## src/rtl/keypad_matrix_scanner.sv

```systemverilog
// 4x3 matrix keypad scanner: row-at-a-time scan, full-frame debounce, multi-key rejection,
// level-held one-hot key outputs plus a one-cycle strobe with an encoded key code.
module keypad_matrix_scanner #(
    parameter int SCAN_DIV       = 2500,
    parameter int DEBOUNCE_SCANS = 4
) (
    input  logic       CLK,
    input  logic       RESETN,
    input  logic [2:0] KEY_COL,
    output logic [3:0] KEY_ROW,
    output logic [9:0] Keypad,
    output logic       KeypadHash,
    output logic       KeypadStar,
    output logic       KEY_VALID,
    output logic [3:0] KEY_CODE
);
    localparam int DW = (SCAN_DIV > 1) ? $clog2(SCAN_DIV) : 1;
    localparam int SW = $clog2(DEBOUNCE_SCANS + 1);
    localparam logic [SW-1:0] STABLE_MAX = SW'(DEBOUNCE_SCANS);

    // Snapshot index 0..11 -> key code; packed low index first.
    localparam logic [47:0] CODE_LUT = {4'd11, 4'd0, 4'd10, 4'd9, 4'd8, 4'd7,
                                        4'd6,  4'd5, 4'd4,  4'd3, 4'd2, 4'd1};

    logic [DW-1:0] div_cnt;
    logic [1:0]    row_idx;
    logic [11:0]   raw;
    logic [11:0]   prev;
    logic [11:0]   new_frame;
    logic [SW-1:0] stable_cnt;
    logic [SW-1:0] stable_nxt;
    logic          row_done;
    logic          frame_done;
    logic          commit;
    logic          single_key;
    logic          commit_vld;
    logic [11:0]   commit_val;
    logic [11:0]   last_commit;
    logic [3:0]    key_enc;

    assign row_done   = (div_cnt == DW'(SCAN_DIV - 1));
    assign frame_done = row_done && (row_idx == 2'd3);
    assign KEY_ROW    = ~(4'b0001 << row_idx);

    always_comb begin
        new_frame = raw;
        new_frame[row_idx*3 +: 3] = ~KEY_COL;
    end

    always_comb begin
        if (new_frame != prev)
            stable_nxt = SW'(1);
        else if (stable_cnt == STABLE_MAX)
            stable_nxt = stable_cnt;
        else
            stable_nxt = stable_cnt + 1'b1;
    end

    // Commit only on the frame that first reaches the threshold, never while saturated.
    assign commit     = frame_done && (stable_nxt == STABLE_MAX) &&
                        !((new_frame == prev) && (stable_cnt == STABLE_MAX));
    assign single_key = ((new_frame & (new_frame - 12'd1)) == 12'd0);

    always_comb begin
        key_enc = 4'd0;
        for (int i = 0; i < 12; i++)
            if (commit_val[i]) key_enc = CODE_LUT[i*4 +: 4];
    end

    always_ff @(posedge CLK or negedge RESETN) begin
        if (!RESETN) begin
            div_cnt     <= '0;
            row_idx     <= 2'd0;
            raw         <= 12'd0;
            prev        <= 12'd0;
            stable_cnt  <= '0;
            commit_vld  <= 1'b0;
            commit_val  <= 12'd0;
            last_commit <= 12'd0;
            Keypad      <= 10'd0;
            KeypadHash  <= 1'b0;
            KeypadStar  <= 1'b0;
            KEY_VALID   <= 1'b0;
            KEY_CODE    <= 4'd0;
        end else begin
            commit_vld <= 1'b0;
            KEY_VALID  <= 1'b0;

            if (row_done) begin
                div_cnt <= '0;
                row_idx <= row_idx + 2'd1;
                raw     <= new_frame;
            end else begin
                div_cnt <= div_cnt + 1'b1;
            end

            if (frame_done) begin
                prev       <= new_frame;
                stable_cnt <= stable_nxt;
                if (commit) begin
                    commit_vld <= 1'b1;
                    commit_val <= single_key ? new_frame : 12'd0;
                end
            end

            // Output stage: decode the committed snapshot one cycle after commit.
            if (commit_vld) begin
                Keypad      <= {commit_val[8:0], commit_val[10]};
                KeypadStar  <= commit_val[9];
                KeypadHash  <= commit_val[11];
                last_commit <= commit_val;
                if ((commit_val != 12'd0) && (commit_val != last_commit)) begin
                    KEY_VALID <= 1'b1;
                    KEY_CODE  <= key_enc;
                end
            end
        end
    end
endmodule
```

## config.mk

```make
export PLATFORM = sky130hd
export DESIGN_NAME = keypad_matrix_scanner
export DESIGN_NICKNAME = d
export VERILOG_FILES = /design/src/rtl/keypad_matrix_scanner.sv
export SDC_FILE = /design/constraint.sdc
export NUM_CORES = 1
export LEC_CHECK = 0
export BUFFER_PORTS_ARGS = -buffer_cell sky130_fd_sc_hd__buf_2
export CAP_MARGIN = 10
export CORE_ASPECT_RATIO = 1.2
export CORE_MARGIN = 8
export CORE_UTILIZATION = 40
export DETAILED_ROUTE_END_ITERATION = 12
export HOLD_SLACK_MARGIN = 0.1
export PLACE_DENSITY = 0.62
export SLEW_MARGIN = 20
export SYNTH_ARGS = -nofsm -noshare
export SYNTH_HDL_FRONTEND = slang
export SYNTH_SLANG_ARGS = --single-unit
export TNS_END_PERCENT = 100
```

## constraint.sdc

```tcl
create_clock -name CLK -period 4.1 [get_ports CLK]
set_input_delay 0.205 -clock CLK [delete_from_list [all_inputs] [get_ports CLK]]
set_output_delay 0.205 -clock CLK [all_outputs]
set_load 0.03 [all_outputs]
```

### After elaboration in Yosys (flattened, before gate mapping)

Index checks and enable logic that the tools add are counted.

| word-level totals | value |
|---|---|
| flip-flop bits (word level) | 83 |
| latch bits | 0 |
| RAM bits | 0 |
| ROM bits | 0 |
| input port bits | 5 |
| output and inout port bits | 21 |
| memories | 0 |

| cells by class | value |
|---|---|
| add/sub/neg operators | 5 |
| multipliers | 1 |
| div/mod/pow operators | 0 |
| $lt $le $gt $ge | 0 |
| eq/ne operators | 7 |
| shifts and indexed selects | 3 |
| mux-type cells | 21 |
| bitwise gates (word level) | 3 |
| reductions and logical operators | 10 |

Operator list:

| kind | count |
|---|---|
| $mux W4 | 11 |
| $neg A4 Y34 | 1 |
| $shift A3 B34 Y12 const A | 1 |
| $shiftx A3 B34 Y12 | 1 |
| $mux W12 | 2 |
| $ne A12 B12 Y1 | 2 |
| $add A12 B1 Y12 const B | 1 |
| $and A12 B12 Y12 | 1 |
| $bwmux W12 | 1 |
| $eq A12 B12 Y1 | 1 |
| $eq A12 B12 Y1 const B | 1 |
| $logic_not A12 Y1 | 1 |
| $reduce_bool A12 Y1 | 1 |
| $sub A12 B1 Y12 const B | 1 |
| $eq A3 B3 Y1 const B | 2 |
| $mux W3 | 2 |
| $logic_and A1 B1 Y1 | 5 |
| $mux W1 | 5 |
| $mul A2 B2 Y4 const B | 1 |
| $not A4 Y4 | 1 |
| $reduce_and A2 Y1 | 2 |
| $shl A1 B2 Y4 const A | 1 |
| $add A3 B1 Y3 const B | 1 |
| $not A3 Y3 | 1 |
| other kinds (3) | 3 |

### Longest topological paths before layout

| logic depth | value |
|---|---|
| depth in word-level cells | 12 |
| depth in mapped cells | 12 |
| mapped depth without buffers | 9 |

### Least setup slack after synthesis

Ideal clock, no wire load.

| timing | value |
|---|---|
| kind | flip-flop to flip-flop |
| start point | reg row_idx[0] |
| end point | reg commit_val[2] |
| library setup time | 0.139 ns |
| arrival time | 3.117 ns |
| required time | 3.961 ns |
| path slack | 0.845 ns |
| cell stages (with the launch flop) | 12 |
| path buffers | 2 |
| period minus slack after synthesis | 3.255 ns |
| path through | dfrtp_1 clkbuf_1 inv_1 ha_1 nor4b_1 xnor2_1 nand3_1 or4_1 or4b_4 buf_6 nand2_1 o21ai_1 |

| on the way | value |
|---|---|
| cells in the longest elaborated chain, start to end | 10 |

Ends and longest elaborated chain:

| item | RTL line | RTL |
|---|---|---|
| start: declaration | 26 | `logic [1:0] row_idx;` |
| start signal: assignment | 91 | `row_idx <= row_idx + 2'd1;` |
| parallel branches: the longest is 10 deep, another holds $neg A4 Y34 | - |  |
| end signal: assignment | 102 | `commit_val <= single_key ? new_frame : 12'd0;` |
| end: declaration | 37 | `logic [11:0] commit_val;` |

Several ways; the timed one is not identified.
A chain may end at the register's enable or synchronous reset.

### Worst setup path in the final report

| timing | value |
|---|---|
| start point | reg row_idx[0] |
| end point | reg commit_val[5] |

The elaborated chain is that of the path after synthesis.

==> results.toml <==
[clock_network]
hold_buffers = 1
cts-root-buf = "clkbuf_16"
ctsResizeCount = 0
htree_levels = 3
cts_tree = "yes"
cts_made_buffers = 9
cts_sinks = 71
clock_path_buffers = 2
cts_setup_buffers = 0
insertion_delay_ns = 0.33
clk_pin_slew_ns = 0.06

[job]
maxCapViolCount = 0

[pwr]
power.share.clock_pct = 52.5
combPwrFrac_pct = 2.0
p_per_area_mw_per_mm2 = 351.3
p_sw_uw = 313.3
p_int_mw = 1.228
power_leakage_nw = 2.008
seqPwrFrac_pct = 45.5
ir_drop_mv = 0.1906
p_sw_share_pct = 20.33

[timing]
finalHoldViolations = 0
worst_hold_slack_ns = 0.3692
drv_slew = 0
worst_slack_ns = 0.4224
final-setup-viol-count = 0
fmax_mhz = 271.9
fin_crit_sh_pct = 89.70
slew-limit-headroom_pct = 36.93
rsz0062_at_grt = "false"
final.setup.tns_ns = 0
min_period_ns = 3.678
fin_skew_ns = 0.005425
worst_pin_slew_ns = 0.9460

[outcome]
status = "finished, final reports clean"

[final_layout]
drive_gt1_share_pct = 16.67
layout-area-overhead-vs-synth_pct = 15.17
nNetsFinal = 434
fillerInstances = 900
antenna_cells = 0
final_cells = 549

[setup_path]
critical_path.max_fanout = 16
cp_data_arrival_time_ns = 3.86
path_common_cell = "inv_1"
cp_slowest_stage_delay_ns = 0.59
cp_data_required_time_ns = 4.28
crit_slowest_cell = "or4_1"
critical_path.startpoint_type = "flop"
crit_chain = "inv_1, ha_1, nor4b_1, xnor2_1, nand3_1, or4_1, or4b_4, inv_1, o22ai_1"
end_kind = "flop"
cp_num_buf_inv = 2
cp_top_family = "simple AND/OR/NAND/NOR gates"
critPathKind = "reg -> reg"

[yosys]
ys_seq_area_share_pct = 46.63
yosysTopAreaCell = "dfrtp_1"
yosys.area.top_type_share_pct = 46.63
yosys_register_bits = 71
synth_area_sq_mm = 0.003810
yosysWarnings = 0
synth_fp_nets = 409
synth_top_flop_cell = "dfrtp_1"
synth.most_common_cell = "dfrtp_1"
ys_top_cells_by_area = "dfrtp_1, mux2_2, nand2_1, xor2_1, xnor2_1"
synth_edf_count = 0
syn_avg_cell_area_sq_um = 9.621
yosysUniqueCellTypes = 56
synthesis.instances = 396
synthArstFlopShare_pct = 100.0
synth_top_cells_by_count = "dfrtp_1, nand2_1, o21ai_0"

[drt]
drtAntennaViolNets = 0
wl_per_cell_um = 15.71
drt_iter0_markers = 192
drt_first_pass_iters = 4
drc_errors = 0
post_drt_via_cell_ratio = 5.457
drt_wl_total_mm = 8.627
num_vias = 2996

[floorplanning]
io_pins = 26
core.rowCount = 39
die_y_um = 122.9
dieArea_sq_mm = 0.01292
initial_core_util_pct = 40.45
core_sq_mm = 0.009418
die-width_um = 105.1

[placement]
io_buffers = 25
place_ws_ns = 0.4541
hpwlAfterDp_mm = 6.347
gp_congestion = 0.8749
dp_cells = 532

[global_routing]
first_global_vias = 3088
grt_start_max_net_pins = 42
grt_pass1_wl_mm = 15.40
gr-total-overflow = 0
grt_antenna_before_repair = 0
track_usage_pct = 14.66

[hold_path]
hold_path.class = "in -> reg"
[flip-flops by register name (all words and copies together), names as in the netlist, 2 cells and up]
name         flops
prev            12
commit_val      12
Keypad           9
stable_cnt       3
div_cnt         12
last_commit      2
KEY_CODE         4
raw             12
row_idx          2
[layout by cell type, fill, tap and decap left out, types with 16 or more instances in the layout]
cell | netlist | routed
mux2_2 | 17 | 17
dfrtp_1 | 71 | 71
buf_2 | 0 | 25
a21oi_1 | 23 | 23
nand2_1 | 44 | 44
nor2_1 | 25 | 25
xor2_1 | 17 | 17
o21ai_0 | 26 | 26
xnor2_1 | 16 | 16
[power groups by stage]
| stage | logic [mW] | clock network [mW] | registers (mW) |
|---|---|---|---|
| floorplan | 0.00673 | 0 | 0.714 |
| detailed placement | 0.0309 | 0 | 0.714 |
| global placement | 0.0304 | 0 | 0.714 |
| global route | 0.0353 | 0.861 | 0.700 |
| CTS | 0.0317 | 0.830 | 0.701 |
| finish | 0.0305 | 0.810 | 0.701 |
[logic make-up after synthesis]
logic type | Yosys count | share of synthesized area [%]
compound gates | 86 | 13.66
flops | 71 | 46.63
simple gates | 146 | 20.33
mux | 20 | 5.813
fa+ha+maj | 8 | 2.627
xor+xnor | 33 | 7.586
buf+inv | 32 | 3.350
[per-layer routing]
| layer | routed length (um) | track usage, % | part of all wire [%] | vias up |
|---|---|---|---|---|
| met3 | 445 | 3.858 | 5.2 | 14 |
| met2 | 4231 | 24.94 | 49 | 76 |
| met1 | 3792 | 17.56 | 44 | 1438 |
| met4 | 157 | 5.451 | 1.8 | 0 |
| met5 | 0 | 0 | 0 | - |
| li1 | - | - | - | 1468 |
[through the flow]
step,instance area (sq um),util [%],total power [mW]
floorplan,3810,-,0.7205
global placement,4059,43.10,0.7439
detailed placement,4059,43.10,0.7444
CTS,4388,46.59,1.563
global route,4388,46.59,1.597
finish,4388,46.59,1.541
[final timing paths]
path / endpoint / cells past startpoint / startpoint / slack [ns]
setup reg to reg: commit_val[5]$_DFFE_PN0P_ / 9 / row_idx[0]$_DFFE_PN0N_ / 0.42
min in group asynchronous: Keypad[5]$_DFFE_PN0P_ / 2 / RESETN / 0.57
setup / recovery: commit_val[5]$_DFFE_PN0P_ / 9 / row_idx[0]$_DFFE_PN0N_ / 0.42
max in group asynchronous: raw[11]$_DFFE_PN0N_ / 3 / RESETN / 2.59
hold / removal: raw[9]$_DFFE_PN0N_ / 4 / KEY_COL[0] / 0.37
hold reg to reg: raw[10]$_DFFE_PN0N_ / 2 / raw[10]$_DFFE_PN0N_ / 0.47
[worst reg2reg max path: stages, from the launching register on]
cell and delay, ns:
dfrtp_1 0.58, inv_1 0.21, ha_1 0.51, nor4b_1 0.57, xnor2_1 0.18, nand3_1 0.09, or4_1 0.60, or4b_4 0.59
inv_1 0.12, o22ai_1 0.08
[cell type report]
| type | count | area (sq um) | share of cell area, % |
|---|---|---|---|
| clock inverter | 4 | 52.55 | 1.198 |
| sequential | 71 | 1777 | 40.49 |
| tap | 123 | 153.9 | 3.507 |
| clock buffer | 12 | 266.5 | 6.074 |
| inverter | 14 | 52.55 | 1.198 |
| multi-input combinational | 293 | 1906 | 43.43 |
| timing repair buffer | 32 | 180.2 | 4.106 |
Power figures use the tool's default switching activity.
